==> src/rtl/tb_pkg.sv <==
// rtl/tb_pkg.sv - shared testbench-infrastructure types for the random-number arbiter
package tb_pkg;

    typedef enum logic [1:0] {
        IDLE  = 2'd0,
        FETCH = 2'd1,
        RESP  = 2'd2
    } rnd_arb_state_e;

endpackage

==> src/rtl/rnd_num_arbiter_rr_pick.sv <==
// rtl/rnd_num_arbiter_rr_pick.sv - first set request bit at or above ptr, wrapping
module rr_pick #(
    parameter int N  = 4,
    parameter int IW = 2
) (
    input  logic [N-1:0]  req,
    input  logic [IW-1:0] ptr,
    output logic [IW-1:0] idx,
    output logic          any
);

    logic [IW-1:0] cand;

    function automatic int wrap(input int v);
        return (v >= N) ? v - N : v;
    endfunction

    always_comb begin
        idx  = '0;
        any  = 1'b0;
        cand = '0;
        for (int i = 0; i < N; i++) begin
            cand = IW'(wrap(int'(ptr) + i));
            if (!any && req[cand]) begin
                any = 1'b1;
                idx = cand;
            end
        end
    end

endmodule

==> src/rtl/rnd_num_arbiter.sv <==
// rtl/rnd_num_arbiter.sv - round-robin sharing of one random-number source with per-fetch timeout
module rnd_num_arbiter
    import tb_pkg::*;
#(
    parameter int NUM_REQ = 4,
    parameter int WIDTH   = 32,
    parameter int TIMEOUT = 64
) (
    input  logic                       clk_i,
    input  logic                       rst_ni,
    input  logic [NUM_REQ-1:0]         req_i,
    output logic [NUM_REQ-1:0]         rsp_valid_o,
    input  logic [NUM_REQ-1:0]         rsp_ready_i,
    output logic [WIDTH-1:0]           rsp_data_o,
    output logic                       rsp_err_o,
    output logic [$clog2(NUM_REQ)-1:0] owner_o,
    output logic                       busy_o,
    output logic                       rnd_num_req_o,
    input  logic                       rnd_num_valid_i,
    input  logic [WIDTH-1:0]           rnd_num_i
);

    localparam int IW = $clog2(NUM_REQ);
    localparam int CW = $clog2(TIMEOUT);

    rnd_arb_state_e     state_q, state_d;
    logic [IW-1:0]      ptr_q, ptr_d;
    logic [IW-1:0]      owner_q, owner_d;
    logic [CW-1:0]      cnt_q, cnt_d;
    logic               fetch_q, fetch_d;
    logic [NUM_REQ-1:0] valid_q, valid_d;
    logic [WIDTH-1:0]   data_q, data_d;
    logic               err_q, err_d;

    logic [IW-1:0]      pick_idx;
    logic               pick_any;
    logic [NUM_REQ-1:0] owner_onehot;

    rr_pick #(
        .N  (NUM_REQ),
        .IW (IW)
    ) u_pick (
        .req (req_i),
        .ptr (ptr_q),
        .idx (pick_idx),
        .any (pick_any)
    );

    assign owner_onehot = {{(NUM_REQ-1){1'b0}}, 1'b1} << owner_q;

    always_comb begin
        state_d = state_q;
        ptr_d   = ptr_q;
        owner_d = owner_q;
        cnt_d   = cnt_q;
        fetch_d = fetch_q;
        valid_d = valid_q;
        data_d  = data_q;
        err_d   = err_q;
        unique case (state_q)
            IDLE: begin
                if (pick_any) begin
                    owner_d = pick_idx;
                    cnt_d   = '0;
                    fetch_d = 1'b1;
                    state_d = FETCH;
                end
            end
            FETCH: begin
                // A valid in the final counted cycle still beats the timeout
                if (rnd_num_valid_i) begin
                    data_d  = rnd_num_i;
                    err_d   = 1'b0;
                    fetch_d = 1'b0;
                    valid_d = owner_onehot;
                    state_d = RESP;
                end else if (cnt_q == CW'(TIMEOUT - 1)) begin
                    data_d  = '0;
                    err_d   = 1'b1;
                    fetch_d = 1'b0;
                    valid_d = owner_onehot;
                    state_d = RESP;
                end else begin
                    cnt_d = cnt_q + 1'b1;
                end
            end
            RESP: begin
                if (rsp_ready_i[owner_q]) begin
                    valid_d = '0;
                    ptr_d   = (owner_q == IW'(NUM_REQ - 1)) ? '0 : owner_q + 1'b1;
                    state_d = IDLE;
                end
            end
            default: state_d = IDLE;
        endcase
    end

    always_ff @(posedge clk_i or negedge rst_ni) begin
        if (!rst_ni) begin
            state_q <= IDLE;
            ptr_q   <= '0;
            owner_q <= '0;
            cnt_q   <= '0;
            fetch_q <= 1'b0;
            valid_q <= '0;
            data_q  <= '0;
            err_q   <= 1'b0;
        end else begin
            state_q <= state_d;
            ptr_q   <= ptr_d;
            owner_q <= owner_d;
            cnt_q   <= cnt_d;
            fetch_q <= fetch_d;
            valid_q <= valid_d;
            data_q  <= data_d;
            err_q   <= err_d;
        end
    end

    assign rsp_valid_o   = valid_q;
    assign rsp_data_o    = data_q;
    assign rsp_err_o     = err_q;
    assign owner_o       = owner_q;
    assign busy_o        = (state_q != IDLE);
    assign rnd_num_req_o = fetch_q;

endmodule

==> config.mk <==
export PLATFORM = sky130hd
export DESIGN_NAME = rnd_num_arbiter
export DESIGN_NICKNAME = d
export VERILOG_FILES = /design/src/rtl/tb_pkg.sv /design/src/rtl/rnd_num_arbiter_rr_pick.sv /design/src/rtl/rnd_num_arbiter.sv
export SDC_FILE = /design/constraint.sdc
export NUM_CORES = 1
export LEC_CHECK = 0
export BUFFER_PORTS_ARGS = -buffer_cell sky130_fd_sc_hd__buf_2
export CORE_MARGIN = 4
export CORE_UTILIZATION = 54
export CTS_BUF_LIST = sky130_fd_sc_hd__clkbuf_8
export DETAILED_ROUTE_END_ITERATION = 10
export PLACE_DENSITY = 0.87
export RECOVER_POWER = 100
export SKIP_CTS_REPAIR_TIMING = 1
export SLEW_MARGIN = 25
export SYNTH_ARGS = -nofsm -noshare
export SYNTH_HDL_FRONTEND = slang
export SYNTH_HIERARCHICAL = 1
export SYNTH_SLANG_ARGS = --single-unit
==> constraint.sdc <==
create_clock -name clk_i -period 3.5 [get_ports clk_i]
set_input_delay 0.7 -clock clk_i [delete_from_list [all_inputs] [get_ports clk_i]]
set_output_delay 0.7 -clock clk_i [all_outputs]
set_load 0.005 [all_outputs]
After elaboration in Yosys (flattened, before gate mapping)

Cells that the tools add are included.

Add/sub/neg operators: 9
Multiply operators: 0
Div/mod/pow operators: 0
Magnitude comparators: 9
Equality and inequality tests: 9
Shifts and indexed selects: 1
Mux-type cells: 44
Bitwise logic cells: 0
Reduce and logical (&&, ||, !) cells: 18

Operators with widths:

| operator                                                                            | count |
|---|---|
| 32-bit 2-to-1 mux                                                                   | 2 |
| 2-bit 2-to-1 mux                                                                    | 13 |
| 6-bit 2-to-1 mux                                                                    | 3 |
| 2-bit by 3-bit < comparator with 1-bit output, second input constant                | 5 |
| 1-bit 2-to-1 mux                                                                    | 14 |
| 4-bit 2-to-1 mux                                                                    | 3 |
| 6-bit case mux with 2 select lines                                                  | 1 |
| 1-bit binary-select mux with 2-bit select                                           | 5 |
| 3-bit greater-or-equal comparator, second input constant                            | 3 |
| 3-bit AND reduction                                                                 | 3 |
| 2-bit inequality test, second input constant                                        | 4 |
| 4-bit case mux with 2 select lines                                                  | 1 |
| 2-bit nonzero test                                                                  | 4 |
| 2-bit by 1-bit subtractor with 2-bit output, second input constant                  | 4 |
| 2-bit by 2-bit adder with 3-bit output, second input constant                       | 2 |
| 6-bit by 1-bit adder with 6-bit output, second input constant                       | 1 |
| 6-bit == test, second input constant                                                | 1 |
| 2-bit case mux with 3 select lines                                                  | 1 |
| 2-bit AND reduction                                                                 | 3 |
| 2-bit == test, second input constant                                                | 2 |
| 4-bit AND reduction                                                                 | 1 |
| 1-bit by 2-bit << shifter with 4-bit output, first input constant                   | 1 |
| 2-bit by 1-bit adder with 3-bit output, second input constant                       | 1 |
| 2-bit by 3-bit greater-or-equal comparator with 1-bit output, second input constant | 1 |
| other kinds (7)                                                                     | 11 |

Register bits after elaboration: 50
Latch bits: 0
Bits in writable memories: 0
ROM bits: 0
Bits of input ports: 43
Output and inout port bits: 41
Memories: 0

Depth between registers and ports, before layout

Word-level depth: 16
Gate-level depth with buffers: 6

Hierarchy

Netlist, hierarchy kept.

Modules (own cells, without submodules):

| module          | times used | cells an instance | area each (um^2) | sequential area each (um^2) |
|---|---|---|---|---|
| rnd_num_arbiter | 1          | 157               | 2097.0           | 1251.2 |
| rr_pick         | 1          | 15                | 77.6             | 0.0 |

Worst setup path after synthesis

No wires, ideal clock.

Path kind: input to register
Start point: input rsp_ready_i[3]
End point: register ptr_q[1]
Setup time: 0.125 ns
Data arrival time: 1.636 ns
Data required time: 3.375 ns
Slack: 1.739 ns
Cell stages on the path: 3
Cell sequence: mux4_2 nand3b_4 mux2_2

Longest elaborated chain between the ends: 3

Ends and longest elaborated chain:

| item                                      | line                   | RTL |
|---|---|---|
| start: declaration                        | rnd_num_arbiter.sv:13  | `input logic [NUM_REQ-1:0] rsp_ready_i,` |
| 1-bit binary-select mux with 2-bit select | rnd_num_arbiter.sv:88  | `if (rsp_ready_i[owner_q]) begin` |
| 1-bit 2-to-1 mux (not written as such)    | rnd_num_arbiter.sv:88  |  |
| 2-bit AND reduction (no line)             | --                     |  |
| end signal: assignment                    | rnd_num_arbiter.sv:110 | `ptr_q <= ptr_d;` |
| end: declaration                          | rnd_num_arbiter.sv:27  | `logic [IW-1:0] ptr_q, ptr_d;` |

No other way between the ends. The select of a mux whose other input is x is not followed.
A chain may end at the register's enable or synchronous reset.

Worst setup path after layout

Start point: register cnt_q[0]
End point: register data_q[30] (netlist: rsp_data_o[30])

Longest elaborated chain between the ends: 3

Ends and longest elaborated chain:

| item                          | line                   | RTL |
|---|---|---|
| start: declaration            | rnd_num_arbiter.sv:29  | `logic [CW-1:0] cnt_q, cnt_d;` |
| start signal: assignment      | rnd_num_arbiter.sv:112 | `cnt_q <= cnt_d;` |
| 6-bit == test                 | rnd_num_arbiter.sv:77  | `end else if (cnt_q == CW'(TIMEOUT - 1)) begin` |
| 2-bit nonzero test (no line)  | --                     |  |
| 2-bit AND reduction (no line) | --                     |  |
| end signal: assignment        | rnd_num_arbiter.sv:115 | `data_q <= data_d;` |
| end: declaration              | rnd_num_arbiter.sv:32  | `logic [WIDTH-1:0] data_q, data_d;` |

No other way between the ends.

==> flow_summary_export.csv <==
group,metric,value,unit
setup_path,startpoint_type,"flop",
power_and_ir_drop,ir_worst_vdd,0.448,mV
grt,antenna_found_initial,0,
floorplan,initial_core_util,57.7,%
final_layout,fill_cells,281,
synth,synth.distinct_cells,36,
floorplan,core,3770,µm²
place,place_area,2610,µm²
synth,synth_top_area_share,57.5,%
grt,grt_usage,20.5,%
route,drt-total-wl,4.93,mm
synth,syn_avg_cell_area,12.6,µm²
setup_path,cp.arrival,2550,ps
route,final_antenna_net_count,0,
route,via_per_inst,5.60,
setup_path,critPathSlowestCell,"nand2_1",
setup_path,reg2reg_slack,1120,ps
setup_path,reg2reg_from,"cnt_q[0]$_DFFE_PN0P_",
synth,synth-seq-cells,50,
place,dp_slack,1590,ps
setup_path,crit_chain,"ha_1 -> nand3_1 -> o21ai_4 -> nand2_1 -> a22o_1",
floorplan,io_pins,84,
timing,maxSlewHeadroom,8.67,%
grt,grt_pass1_vias,1787,
clock_tree,path_clk_slew,80,ps
power_and_ir_drop,p_per_area,861,nW/µm²
timing,rsz0062_at_grt,"no",
synth,netlist_instances,172,
setup_path,slowest_delay,700,ps
setup_path,rr_worst_depth,5,
place,io_buffers,83,
synth,synth_top_area_cell,"dfrtp_1",
timing,fmax,420,MHz
route,vias,1701,
setup_path,required,3670,ps
grt,grt_pass1_wl,8.30,mm
timing,layout_min_cycle_time,2380,ps
final_layout,final_area,2650,µm²
synth,synth_area,2170,µm²
floorplan,fp.dieH,71.5,µm
synth,synth_edf_count,0,
floorplan,die_area,5110,µm²
route,drt_iter0_drc,120,
floorplan,die_x,71.5,µm
setup_path,crit_type,"reg2reg",
timing,worst_pin_slew,1370,ps
clock_tree,h-tree-depth,2,
synth,ys_seq_area_share,57.5,%
grt,overflow,0,
final_layout,diodes,0,
final_layout,multi_input_area,802,µm²
grt,grt_max_degree,51,
synth,synth_warnings,6,
timing,fin_crit_sh,68.0,%
hold_path,hp-class,"in2async",
route,wl_per_cell,16.2,µm
setup_path,r2r-end,"rsp_data_o[30]$_DFFE_PN0P_",
timing,setup_viol,0,
clock_tree,cts_tree,"built",
final_layout,nets,304,
clock_tree,cts_root_buf,"clkbuf_8",
timing,setup-tns-final,0,ps
power_and_ir_drop,p_total,2.28,mW
synth,syn_nets,220,
floorplan,rows,22,
clock_tree,cts.sinks,50,
route,drc_errors,0,
place,gp_congestion,0.808,
synth,synth_flop_cell,"dfrtp_1",
place,dp_hpwl,3.71,mm
clock_tree,worstSkewPairLatency,290,ps
synth,synthArstFlopShare,100,%
run_status,outcome,"completed",
setup_path,crit_path_max_fanout,37,
job,max_cap_viol_count,0,
timing,finalWorstSetupSlack,1120,ps
final_layout,drive_above_1_share,30.9,%
clock_tree,clock_path_buffers,2,
power_and_ir_drop,p_leak,1.30,nW
synth,ys_top_cells_by_area,"dfrtp_1 (58%), a22o_1 (13%), ha_1 (2.9%)",
setup_path,cp-end-kind,"flop",
timing,slew_violations,0,
final_layout,seqCellArea,1250,µm²
final_layout,syn_to_final_growth,21.9,%
timing,timing.final.hold_violations,0,
route,drt_pass1_iterations,4,
timing,clock_skew,9.09,ps
clock_tree,numCtsBuffers,5,
[routing by layer]
layer	GRT usage [%]	part of all wire, %	vias to the layer above
met4	7.72	2.2	0
met5	0	0	-
met1	25.7	40	826
li1	-	-	807
met3	3.65	6.2	10
met2	35.3	51	58
[sequential cells by signal, summed over array words and instances (netlist names)]
register,flops
rsp_valid_o,4
rsp_data_o,32
state_q,2
rnd_num_req_o,1
ptr_q,2
owner_o,2
cnt_q,6
rsp_err_o,1
[per-stage QoR]
step                hold WS, ps  instances  util (%)
finish                      410        304      70.3
global route                458        304      70.3
CTS                         433        304      72.0
detailed placement          485        297      69.1
global placement            474        297      69.0
floorplan                   404        172         -
[worst max-delay path, delay by kind of cell (launching register included)]
kind | cells | cell delay [ps]
compound gates | 2 | 720
fa+ha+maj | 1 | 210
flops | 1 | 420
simple gates | 2 | 910
[how the worst max path moves through the flow]
stage / slack (ps) / from / to
final: 1120 / cnt_q[0]$_DFFE_PN0P_ / rsp_data_o[30]$_DFFE_PN0P_
after CTS: 1550 / state_q[0]$_DFFE_PN0P_ / busy_o
after detailed placement: 1590 / rsp_ready_i[3] / ptr_q[1]$_DFFE_PN0P_
after floorplan: 1740 / rsp_ready_i[3] / ptr_q[1]$_DFFE_PN0P_
after global routing: 890 / cnt_q[0]$_DFFE_PN0P_ / rsp_data_o[30]$_DFFE_PN0P_
after global placement: 1620 / rsp_ready_i[3] / ptr_q[1]$_DFFE_PN0P_
[placed cells by master, fill, tap and decap left out, types with 4 or more instances in the layout]
cell type,synthesis,final
o21a_1,4,4
inv_1,9,9
o21ai_0,8,8
nand2_1,6,7
nand3_1,7,8
ha_1,5,5
clkbuf_1,0,24
buf_2,3,59
nor2_1,6,5
a21oi_1,7,7
a22o_1,33,33
dfrtp_1,50,50
clkbuf_8,0,5
[logic make-up after synthesis]
family / share of synthesized area, %
mux: 3.05
compound gates: 23.5
simple gates: 8.75
buf+inv: 4.31
flops: 57.5
fa+ha+maj: 2.88
[cells in the mapped netlist, types with 2 or more instances]
| cell type | number |
|---|---|
| dfrtp_1 | 50 |
| a22o_1 | 33 |
| inv_1 | 9 |
| o21ai_0 | 8 |
| a21oi_1 | 7 |
| nand3_1 | 7 |
| nand2_1 | 6 |
| nor2_1 | 6 |
| ha_1 | 5 |
| o21a_1 | 4 |
| buf_2 | 3 |
| buf_6 | 3 |
| mux2_2 | 3 |
| nor3_1 | 3 |
| o221a_2 | 3 |
| nand2b_1 | 2 |
[final cells by class]
type	instances	share of cell area (%)
clock buffers	5	2.60
flip-flops and latches	50	47.2
well taps	48	2.27
clock inverters	2	1.46
repair buffers	84	14.8
inverters	10	1.42
multi-input cells	105	30.3
[report_power, final]
group          switching (mW)  total (mW)  internal (mW)  leakage [nW]
Sequential              0.205        1.04          0.831         0.629
Clock                   0.176       0.386          0.210        0.0542
Combinational           0.410       0.862          0.452         0.615
No activity file was read; power rests on OpenSTA's default activity.
